[src/rtl/pipe_ctrl_pkg.sv]
// Shared definitions for the pipeline hazard controller: FSM encoding and default sizing.
package pipe_ctrl_pkg;

    typedef enum logic {
        RUN      = 1'b0,
        MUL_WAIT = 1'b1
    } hz_state_e;

    localparam int DEF_MUL_LAT = 4;
    localparam int DEF_REGW    = 5;
    localparam int DEF_CNTW    = 16;
    localparam int MUL_CNT_W   = 4;
    localparam int REG_ZERO    = 0;

endpackage

[src/rtl/hz_load_use_cmp.sv]
// Load-use comparator: flags an ID source that reads the register a load in EX is still fetching.
// Purely combinational, zero latency; no flow control.
module hz_load_use_cmp
    import pipe_ctrl_pkg::*;
#(
    parameter int REGW = DEF_REGW
) (
    input  logic            ex_valid_i,
    input  logic            ex_is_load_i,
    input  logic [REGW-1:0] ex_rd_i,
    input  logic [REGW-1:0] id_rs1_i,
    input  logic [REGW-1:0] id_rs2_i,
    input  logic            id_uses_rs1_i,
    input  logic            id_uses_rs2_i,
    output logic            load_use_o
);

    logic rs1_hit;
    logic rs2_hit;

    assign rs1_hit = id_uses_rs1_i && (id_rs1_i == ex_rd_i);
    assign rs2_hit = id_uses_rs2_i && (id_rs2_i == ex_rd_i);

    // x0 is hardwired, so a load targeting it can never create a real dependency.
    assign load_use_o = ex_valid_i && ex_is_load_i && (ex_rd_i != REGW'(REG_ZERO))
                        && (rs1_hit || rs2_hit);

endmodule

[src/rtl/pipe_hazard_ctrl.sv]
// Stall/flush controller for IF/ID, ID/EX, EX/MEM: multiply occupancy > branch flush > load-use.
// Outputs combinational from state and inputs; stall_cycles registered, saturating.
module pipe_hazard_ctrl
    import pipe_ctrl_pkg::*;
#(
    parameter int MUL_LAT = DEF_MUL_LAT,
    parameter int REGW    = DEF_REGW,
    parameter int CNTW    = DEF_CNTW
) (
    input  logic            clk,
    input  logic            rst,
    input  logic [REGW-1:0] id_rs1,
    input  logic [REGW-1:0] id_rs2,
    input  logic            id_uses_rs1,
    input  logic            id_uses_rs2,
    input  logic            ex_valid,
    input  logic [REGW-1:0] ex_rd,
    input  logic            ex_is_load,
    input  logic            ex_is_mul,
    input  logic            br_taken,
    output logic            hold_if_id,
    output logic            hold_id_ex,
    output logic            kill_if_id,
    output logic            kill_id_ex,
    output logic            kill_ex_mem,
    output logic            mul_busy,
    output logic [CNTW-1:0] stall_cycles
);

    localparam logic [MUL_CNT_W-1:0] MUL_CNT_INIT = MUL_CNT_W'(MUL_LAT - 2);

    hz_state_e              state_q, state_d;
    logic [MUL_CNT_W-1:0]   cnt_q, cnt_d;
    logic [CNTW-1:0]        stall_q, stall_d;

    logic load_use;
    logic mul_entry;
    logic mul_stall;

    hz_load_use_cmp #(
        .REGW(REGW)
    ) u_lu_cmp (
        .ex_valid_i    (ex_valid),
        .ex_is_load_i  (ex_is_load),
        .ex_rd_i       (ex_rd),
        .id_rs1_i      (id_rs1),
        .id_rs2_i      (id_rs2),
        .id_uses_rs1_i (id_uses_rs1),
        .id_uses_rs2_i (id_uses_rs2),
        .load_use_o    (load_use)
    );

    assign mul_entry = (state_q == RUN) && ex_valid && ex_is_mul;
    // The release cycle (MUL_WAIT, cnt==0) is not a stall, so it behaves like RUN below.
    assign mul_stall = mul_entry || ((state_q == MUL_WAIT) && (cnt_q != '0));

    always_comb begin
        hold_if_id  = 1'b0;
        hold_id_ex  = 1'b0;
        kill_if_id  = 1'b0;
        kill_id_ex  = 1'b0;
        kill_ex_mem = 1'b0;
        mul_busy    = 1'b0;
        if (rst) begin
            kill_if_id  = 1'b1;
            kill_id_ex  = 1'b1;
            kill_ex_mem = 1'b1;
        end else if (mul_stall) begin
            hold_if_id  = 1'b1;
            hold_id_ex  = 1'b1;
            kill_ex_mem = 1'b1;
            mul_busy    = 1'b1;
        end else if (br_taken) begin
            kill_if_id  = 1'b1;
            kill_id_ex  = 1'b1;
        end else if (load_use) begin
            hold_if_id  = 1'b1;
            kill_id_ex  = 1'b1;
        end
    end

    always_comb begin
        state_d = state_q;
        cnt_d   = cnt_q;
        case (state_q)
            RUN: begin
                if (mul_entry) begin
                    state_d = MUL_WAIT;
                    cnt_d   = MUL_CNT_INIT;
                end
            end
            MUL_WAIT: begin
                if (cnt_q != '0) begin
                    cnt_d = cnt_q - 1'b1;
                end else begin
                    state_d = RUN;
                end
            end
            default: begin
                state_d = RUN;
                cnt_d   = '0;
            end
        endcase
    end

    assign stall_d = (hold_if_id && (stall_q != '1)) ? stall_q + CNTW'(1) : stall_q;

    always_ff @(posedge clk) begin
        if (rst) begin
            state_q <= RUN;
            cnt_q   <= '0;
            stall_q <= '0;
        end else begin
            state_q <= state_d;
            cnt_q   <= cnt_d;
            stall_q <= stall_d;
        end
    end

    assign stall_cycles = stall_q;

endmodule

[config.mk]
export PLATFORM = sky130hd
export DESIGN_NAME = pipe_hazard_ctrl
export DESIGN_NICKNAME = d
export VERILOG_FILES = /design/src/rtl/pipe_ctrl_pkg.sv /design/src/rtl/hz_load_use_cmp.sv /design/src/rtl/pipe_hazard_ctrl.sv
export SDC_FILE = /design/constraint.sdc
export NUM_CORES = 1
export LEC_CHECK = 0
export CAP_MARGIN = 20
export CORE_ASPECT_RATIO = 1.4
export CORE_MARGIN = 10
export CORE_UTILIZATION = 36
export CTS_CLUSTER_DIAMETER = 100
export DETAILED_ROUTE_END_ITERATION = 16
export PLACE_DENSITY = 0.75
export SETUP_SLACK_MARGIN = 0.2
export SYNTH_ARGS = -nofsm -noshare
export SYNTH_HDL_FRONTEND = slang
export SYNTH_HIERARCHICAL = 1
export SYNTH_SLANG_ARGS = --single-unit
[constraint.sdc]
create_clock -name clk -period 2.4 [get_ports clk]
set_input_delay 0.24 -clock clk [delete_from_list [all_inputs] [get_ports clk]]
set_output_delay 0.24 -clock clk [all_outputs]
set_load 0.02 [all_outputs]
# ---- Word-level counts from Yosys, hierarchy flattened
# Cells that the tools add are included.
dict set report word_totals {
  output_inout_bits 22
  elab_cells 44
  reg_bits 21
  inputBits 23
}
dict set report classes {
  eq_ne 5
  muxes 19
  n_bitwise 1
  add_sub_neg 2
  n_reduce_logical 14
}
# cell n
set ops {}
lappend ops {{adder 16 x 1 -> 16 bit, second input constant} 1}
lappend ops {{!= test 16 bit, second input constant} 1}
lappend ops {{2-to-1 mux 1 bit} 15}
lappend ops {{== test 5 bit} 2}
lappend ops {{logical AND 1 bit} 9}
lappend ops {{2-to-1 mux 4 bit} 2}
lappend ops {{one-hot mux 4 bit (2 select lines)} 1}
lappend ops {{nonzero test 5 bit} 1}
lappend ops {{nonzero test 4 bit} 1}
lappend ops {{subtractor 4 x 1 -> 4 bit, second input constant} 1}
lappend ops {{logical OR 1 bit} 2}
lappend ops {{!= test 2 x 1 -> 1 bit, second input constant} 1}
lappend ops {{!= test 2 bit, second input constant} 1}
lappend ops {{one-hot mux 1 bit (2 select lines)} 1}
lappend ops {{AND reduction 2 bit} 1}
lappend ops {{inverter 1 bit} 1}

# ---- Longest topological paths before layout
# Gate-level depths: netlist of the first run.
dict set report logic_depth {
  ltp_word 9
  ltp_mapped 10
  depth_no_buf 9
}

# ---- Modules after synthesis
# Netlist of the first run, hierarchy kept.
# module n_inst area_per_inst_um2 cells_each seq_area_each_um2
set modules_own_cells {}
lappend modules_own_cells {pipe_hazard_ctrl 1 1168.6 141 420.4}
lappend modules_own_cells {hz_load_use_cmp 1 135.1 17 0.0}

# ---- Worst setup path after synthesis of the first run
# No wires, ideal clock.
dict set report synth_path {
  path_kind {input port to flip-flop}
  start {input ex_rd[2]}
  end {register stall_q[6] (netlist: stall_cycles[6])}
  path_slack_ns 0.261
  path_stages 9
  arrival_time_ns 2.016
  setup_ns 0.123
  cell_sequence {xor2_1 > nor4_1 > nand3_1 > a21oi_1 > nor3b_1 > a311oi_2 > buf_4 > a2111oi_1 > mux2_1}
}
dict set report synth_between {
  elab_chain_cells 9
  elab_cells_between_ends 13
  classes_between {2 x eq/ne; 4 x mux; 7 x reduce/logical}
}
# item line_no
set synth_lines {}
lappend synth_lines {{from (decl)} pipe_hazard_ctrl.sv:17} ;# input logic [REGW-1:0] ex_rd,
lappend synth_lines {{== test 5 bit, on equally long branches} {hz_load_use_cmp.sv:21, hz_load_use_cmp.sv:22}}
lappend synth_lines {{logical AND 1 bit, on equally long branches} {hz_load_use_cmp.sv:21, hz_load_use_cmp.sv:22}}
lappend synth_lines {{logical OR 1 bit} hz_load_use_cmp.sv:26} ;# && (rs1_hit || rs2_hit);
lappend synth_lines {{logical AND 1 bit *} hz_load_use_cmp.sv:26}
lappend synth_lines {{named net load_use} pipe_hazard_ctrl.sv:36} ;# logic load_use;
lappend synth_lines {{2-to-1 mux 1 bit *} pipe_hazard_ctrl.sv:76} ;# end else if (load_use) begin
lappend synth_lines {{2-to-1 mux 1 bit *} pipe_hazard_ctrl.sv:73} ;# end else if (br_taken) begin
lappend synth_lines {{2-to-1 mux 1 bit *} pipe_hazard_ctrl.sv:68} ;# end else if (mul_stall) begin
lappend synth_lines {{2-to-1 mux 1 bit *} pipe_hazard_ctrl.sv:64} ;# if (rst) begin
lappend synth_lines {{logical AND 1 bit *} pipe_hazard_ctrl.sv:106} ;# assign stall_d = (hold_if_id && (stall_q != '1)) ? stall_q + CNTW'(1) : stall_q;
lappend synth_lines {{to (signal assigned)} pipe_hazard_ctrl.sv:116} ;# stall_q <= stall_d;
lappend synth_lines {{to (decl)} pipe_hazard_ctrl.sv:34} ;# logic [CNTW-1:0] stall_q, stall_d;
# Mark *: on every way through the listed nets, which the timed path passes. The rest lies on a longest branch.
# A chain may end at the register's enable or synchronous reset.

# ---- Final worst setup path of the first run
dict set report layout_path {
  start {register cnt_q[1]}
  end {output hold_if_id}
}
dict set report layout_between {
  elab_chain_cells 5
}
# item line_no
set layout_lines {}
lappend layout_lines {{from (decl)} pipe_hazard_ctrl.sv:33} ;# logic [MUL_CNT_W-1:0] cnt_q, cnt_d;
lappend layout_lines {{from (signal assigned)} pipe_hazard_ctrl.sv:115} ;# cnt_q <= cnt_d;
lappend layout_lines {{nonzero test 4 bit} pipe_hazard_ctrl.sv:55} ;# assign mul_stall = mul_entry || ((state_q == MUL_WAIT) && (cnt_q != '0));
lappend layout_lines {{logical AND 1 bit} pipe_hazard_ctrl.sv:55}
lappend layout_lines {{logical OR 1 bit} pipe_hazard_ctrl.sv:55}
lappend layout_lines {{2-to-1 mux 1 bit} pipe_hazard_ctrl.sv:68}
lappend layout_lines {{2-to-1 mux 1 bit} pipe_hazard_ctrl.sv:64}
lappend layout_lines {{to (decl)} pipe_hazard_ctrl.sv:21} ;# output logic hold_if_id,
# No other way between the ends.

==> results of run 1 <==
worst paths after layout:
| path | depth (start not counted) | end | slack [ns] | start |
|---|---|---|---|---|
| worst min register to register | 2 | cnt_q[3]$_SDFFE_PP0P_ | 0.50 | cnt_q[3]$_SDFFE_PP0P_ |
| worst max-delay path | 7 | hold_if_id | 0.22 | cnt_q[1]$_SDFFE_PP0P_ |
| worst min-delay path | 2 | cnt_q[3]$_SDFFE_PP0P_ | 0.50 | cnt_q[3]$_SDFFE_PP0P_ |
| worst max register to register | 9 | stall_cycles[11]$_SDFFE_PP0P_ | 0.23 | cnt_q[1]$_SDFFE_PP0P_ |
through the flow:
stage	setup WS [ns]	utilization, %
after CTS	0.0976	58.3
final	0.216	62.5
after floorplan	0.261	-
after global routing	0.155	62.5
after global placement	-0.411	53.5
after detailed placement	-0.515	53.5
worst register-to-register path: stages, from the launching register on:
cell and delay, ns:
dfxtp_2 0.33, inv_2 0.08, ha_4 0.13, or3b_4 0.41
a311oi_4 0.40, buf_4 0.18, inv_2 0.04, buf_4 0.15
nand3_2 0.07, mux2_4 0.30
what timing repair did:
action / CTS / global route
setup buffers: 5 / 5
pin swaps: 10 / 16
gates resized for setup: 47 / 44
gates cloned: 2 / 0
setup endpoints to repair: 22 / 22
cells by family (layout without fill, tap and decap cells):
kind of cell | Yosys count | in the layout
compound gates | 29 | 29
buf+inv | 14 | 78
mux | 7 | 7
flops | 21 | 21
xor+xnor | 11 | 11
simple gates | 74 | 74
fa+ha+maj | 2 | 2
registers in the layout (all words and copies together) (netlist names):
name / flops
state_q: 1
stall_cycles: 16
cnt_q: 4
area by class of cell:
class	instances	area, um2
Sequential cell	21	423
Multi-Input combinational cell	123	1020
Clock buffer	3	41.3
Timing Repair Buffer	67	584
Clock inverter	1	5.00
Inverter	7	26.3
Tap cell	40	50.0
Fill cell	306	1290
metal layers:
| metal | up-vias | GRT usage (%) |
|---|---|---|
| met4 | 0 | 5.50 |
| met2 | 63 | 21.4 |
| met5 | - | 0 |
| met1 | 709 | 15.4 |
| met3 | 15 | 3.27 |
| li1 | 724 | - |
layout by cell type, fill, tap and decap left out, types with 5 or more instances in the layout:
master	instances
a21oi_1	5
xor2_1	7
clkdlybuf4s50_1	25
clkbuf_2	5
buf_6	5
nor2b_1	5
nor2_1	9
buf_4	18
buf_2	6
nand3_1	8
nand4_1	5
nand2_1	14
dfxtp_1	19
power breakdown:
group	total, mW	switching, mW	internal [mW]
Sequential	0.368	0.00950	0.358
Combinational	0.210	0.102	0.108
Clock	0.238	0.122	0.116
==> metrics.yaml, run 1 <==
yosys:
  synth.most_common_cell: "dfxtp_1"
  async_flop_share_pct: 0
  ys_ff_latch: 21
  synth-simple-area-share_pct: 31.7
  ys_types: 44
  synth_top_family_by_area: "simple AND/OR/NAND/NOR gates"
  muxShareOfSynthArea_pct: 5.85
  synth_adder_area_share_pct: 1.92
  synth_cells: 158
  synth_area_leaders: "dfxtp_1, xor2_1, mux2_1, nand2_1, nor4_1"
  yosysSeqAreaShare_pct: 32.2
  yosys_warnings: 6
  synth_compound_area_share_pct: 16.2
  synth_common_cells: "dfxtp_1, nand2_1, nand3_1, nor2_1"
  synthXorXnorAreaFrac_pct: 7.39
  syn_area_um2: 1300
  synth_edf_count: 0
  syn-num-nets: 183
  synthFlopType: "dfxtp_1"
  yosysTopAreaCellShare_pct: 32.2
  avgSynthCellArea_um2: 8.25
  yosysTopAreaCell: "dfxtp_1"
sta:
  hold_ws_ns: 0.505
  clock.fmax_mhz: 458
  maxSlewViolCount: 0
  slew_headroom_pct: 63.0
  final.setup.tns_ns: 0
  fin_skew_ns: 0.00693
  setup_viol: 0
  layout_min_cycle_time_ns: 2.18
  rsz0062_at_grt: "true"
  hold_viol: 0
  tightest_slew_ns: 0.554
  period_share_pct: 91.0
cells_and_area:
  layout.nets: 248
  layout-drive-gt1-share_pct: 30.2
  fin_area_um2: 2150
  fin_cells: 262
  syn_to_final_growth_pct: 65.1
  diodes: 0
placed_design:
  dp_hpwl_um: 3050
  port_buffers: 44
  dpl_cell_area_um2: 1840
  post-place-cells: 246
  globalplace.congestion: 0.833
global_routing:
  grt_max_degree: 13
  grt_pass1_wl_um: 7180
  antenna_found_initial: 0
  track_usage_pct: 13.0
  grt_pass1_vias: 1486
  grt_overflow: 0
routing:
  vias: 1511
  wl_met3_um: 362
  avgViaCountPerCell: 5.77
  wl_per_cell_um: 17.6
  first_pass_iters: 4
  drc: 0
  drt-total-wl_um: 4600
  drtAntennaViolNets: 0
  top_layer: "met4"
  wl_met2_um: 2250
  wl_met1_um: 1850
  first_iter_violations: 71
power_and_ir_drop:
  p_leak_nw: 0.823
  irDropWorstVdd_v: 0.000306
  p_per_area_nw_per_um2: 379
  finalPower_uw: 816
worst_setup_path:
  start_kind: "register"
  critPathKind: "register to output port"
  required_ns: 2.16
  cp.arrival_ns: 1.94
  worstPathMaxFanout: 3
  cp_cell_sequence: "inv_2 > ha_4 > or3b_4 > a311oi_4 > buf_4 > inv_2 > buf_6"
  max_stage_delay_ns: 0.41
  crit_path_frequent_cell: "inv_2"
  path_buf_inv: 4
  cp-end-kind: "output port"
  cpLargestDelayFamily: "buffers and inverters"
  slowest_stage: "or3b_4"
floorplan:
  start_util_pct: 37.9
  core_area_um2: 3440
  die-area_um2: 6460
  die_h_um: 91.2
  std_cell_rows: 25
  io_pins: 45
  die_w_um: 70.9
clock_tree:
  cts_sinks: 21
  ctsHoldBuffers: 0
  cts_made_buffers: 3
  htreeDepth: 1
  cts_tree: "done"
  clock_latency_ns: 0.26
  clockBufferDepth: 2
  clk_transition_reported_paths_ns: 0.08
  cts_root_buf: "clkbuf_8"
flow_run:
  maxCapViolations: 0
outcome:
  status: "completed"
hold_path:
  hold_class: "register to register"
(Power assumes the default switching activity.)
==> run 2: changes to the inputs <==
--- a/config.mk
+++ b/config.mk
@@ -11,8 +11,10 @@
 export CORE_UTILIZATION = 36
 export CTS_CLUSTER_DIAMETER = 100
 export DETAILED_ROUTE_END_ITERATION = 16
+export GPL_TIMING_DRIVEN = 0
 export PLACE_DENSITY = 0.75
 export SETUP_SLACK_MARGIN = 0.2
+export SLEW_MARGIN = 20
 export SYNTH_ARGS = -nofsm -noshare
 export SYNTH_HDL_FRONTEND = slang
 export SYNTH_HIERARCHICAL = 1
==> constraint.sdc (replaced) <==
create_clock -name clk -period 2.5 [get_ports clk]
set_input_delay 0.25 -clock clk [delete_from_list [all_inputs] [get_ports clk]]
set_output_delay 0.25 -clock clk [all_outputs]
set_load 0.02 [all_outputs]
==> run 2 against run 1 <==
- via count down 7.1%
- clock skew shrank 0.0011 ns
- highest routed layer unchanged
- largest cell class unchanged
- sequential share of layout area increased by 1.2 points
- register-to-register slack gained 0.05 ns
- die area stayed put
- critical endpoint is now stall_cycles[6]$_SDFFE_PP0P_
==> metrics.yaml, run 2 (synthesized netlist as in run 1, its figures left out) <==
outcome:
  status: "completed"
worst_setup_path:
  path_buf_inv: 0
  cp_cell_sequence: "ha_1 > nand3_1 > nor3_2 > a2111oi_4 > mux2_4"
  worstPathMaxFanout: 5
  cp-end-kind: "register"
  cpLargestDelayFamily: "simple AND/OR/NAND/NOR gates"
  required_ns: 2.66
  cp.arrival_ns: 2.39
  max_stage_delay_ns: 0.71
  start_kind: "register"
  slowest_stage: "nor3_2"
  critPathKind: "register to register"
power_and_ir_drop:
  p_leak_nw: 0.749
  swShare_pct: 29.3
  p_per_area_nw_per_um2: 379
  p_int_uw: 542
  seqPwrFrac_pct: 45.9
  pwr-share-clk_pct: 30.8
  finalPower_uw: 766
  comb_power_share_pct: 23.3
  p_sw_uw: 224
  irDropWorstVdd_v: 0.000282
clock_tree:
  ctsHoldBuffers: 0
  clock_latency_ns: 0.27
  htreeDepth: 1
  cts_sinks: 21
  cts_root_buf: "clkbuf_8"
  cts_made_buffers: 3
  clk_transition_reported_paths_ns: 0.08
  clockBufferDepth: 2
  cts_tree: "done"
sta:
  tightest_slew_ns: 0.793
  clock.fmax_mhz: 450
  hold_viol: 0
  fin_skew_ns: 0.00587
  setup_slack_ns: 0.276
  slew_headroom_pct: 46.8
  hold_ws_ns: 0.492
  maxSlewViolCount: 0
  setup_viol: 0
  rsz0062_at_grt: "false"
  final.setup.tns_ns: 0
  period_share_pct: 89.0
  layout_min_cycle_time_ns: 2.22
floorplan:
  die_w_um: 70.9
  core_area_um2: 3440
  io_pins: 45
  die_h_um: 91.2
  std_cell_rows: 25
  die-area_um2: 6460
  start_util_pct: 37.9
cells_and_area:
  diodes: 0
  fin_area_um2: 2020
  fin_cells: 248
  n_fill_cell: 316
  syn_to_final_growth_pct: 55.3
  final_common_cell: "clkdlybuf4s50_1"
  final_util_pct: 58.8
  mostFrequentLayoutCells: "clkdlybuf4s50_1, dfxtp_1, nand2_1"
  largest_reg_flops: 16
  layout-drive-gt1-share_pct: 22.6
  layout.nets: 234
placed_design:
  post-place-cells: 242
  dpl_cell_area_um2: 1790
  dpl_worst_slack_ns: -0.513
  globalplace.congestion: 0.894
  port_buffers: 44
  dp_hpwl_um: 2960
global_routing:
  track_usage_pct: 12.0
  grt_pass1_vias: 1378
  grt_overflow: 0
  grt_pass1_wl_um: 6560
  grt_max_degree: 13
  antenna_found_initial: 0
routing:
  first_iter_violations: 44
  first_pass_iters: 4
  drc: 0
  drtAntennaViolNets: 0
  drt-total-wl_um: 4170
  wl_per_cell_um: 16.8
  avgViaCountPerCell: 5.66
  vias: 1403
hold_path:
  hold_class: "register to register"
flow_run:
  maxCapViolations: 0
[run 2: cell count changes in the layout (fill, tap and decap cells not counted), sizes merged]
cell	before	now
buf	29	8
clkbuf	8	11
clkdlybuf4s50	25	26
dlygate4sd2	2	5
[run 2: repair_timing]
action,4_1_cts,5_1_grt
gates cloned,0,0
resized for setup,43,37
setup buffers,2,0
endpoints found under the setup margin,18,19
pin swaps,13,10
[run 2: path summary, 6_finish.rpt]
path / startpoint / endpoint / slack [ns] / cells after the start
setup / recovery: stall_cycles[1]$_SDFFE_PP0P_ / stall_cycles[6]$_SDFFE_PP0P_ / 0.28 / 5
hold / removal: cnt_q[3]$_SDFFE_PP0P_ / cnt_q[3]$_SDFFE_PP0P_ / 0.49 / 2
setup reg to reg: stall_cycles[1]$_SDFFE_PP0P_ / stall_cycles[6]$_SDFFE_PP0P_ / 0.28 / 5
hold reg to reg: cnt_q[3]$_SDFFE_PP0P_ / cnt_q[3]$_SDFFE_PP0P_ / 0.49 / 2
[run 2: routing by layer]
layer / vias to the layer above / wire length [um] / GRT usage, %
li1: 697 / - / -
met1: 654 / 1940 / 14.4
met2: 45 / 1940 / 19.1
met3: 7 / 199 / 3.38
met4: 0 / 83 / 5.50
met5: - / 0 / 0
[run 2: power by group through the flow]
stage	sequential (mW)	combinational (mW)	clock [mW]
2_1_floorplan	0.359	0.0828	0
3_3_place_gp	0.358	0.157	0
3_5_place_dp	0.358	0.160	0
4_1_cts	0.351	0.165	0.234
5_1_grt	0.354	0.195	0.250
6_report	0.352	0.179	0.236
[run 2: worst register-to-register path: stages, from the launching register on]
cell and delay (ns):
dfxtp_1 0.42, ha_1 0.28, nand3_1 0.23, nor3_2 0.71, a2111oi_4 0.16, mux2_4 0.32
[run 2: final cells by class]
type	instances	area [um2]	share of cell area, %
Buffer	7	48.8	2.41
Clock buffer	3	41.3	2.04
Clock inverter	1	5.00	0.247
Inverter	7	28.8	1.42
Multi-Input combinational cell	123	993	49.1
Sequential cell	21	422	20.8
Tap cell	40	50.0	2.47
Timing Repair Buffer	46	435	21.5
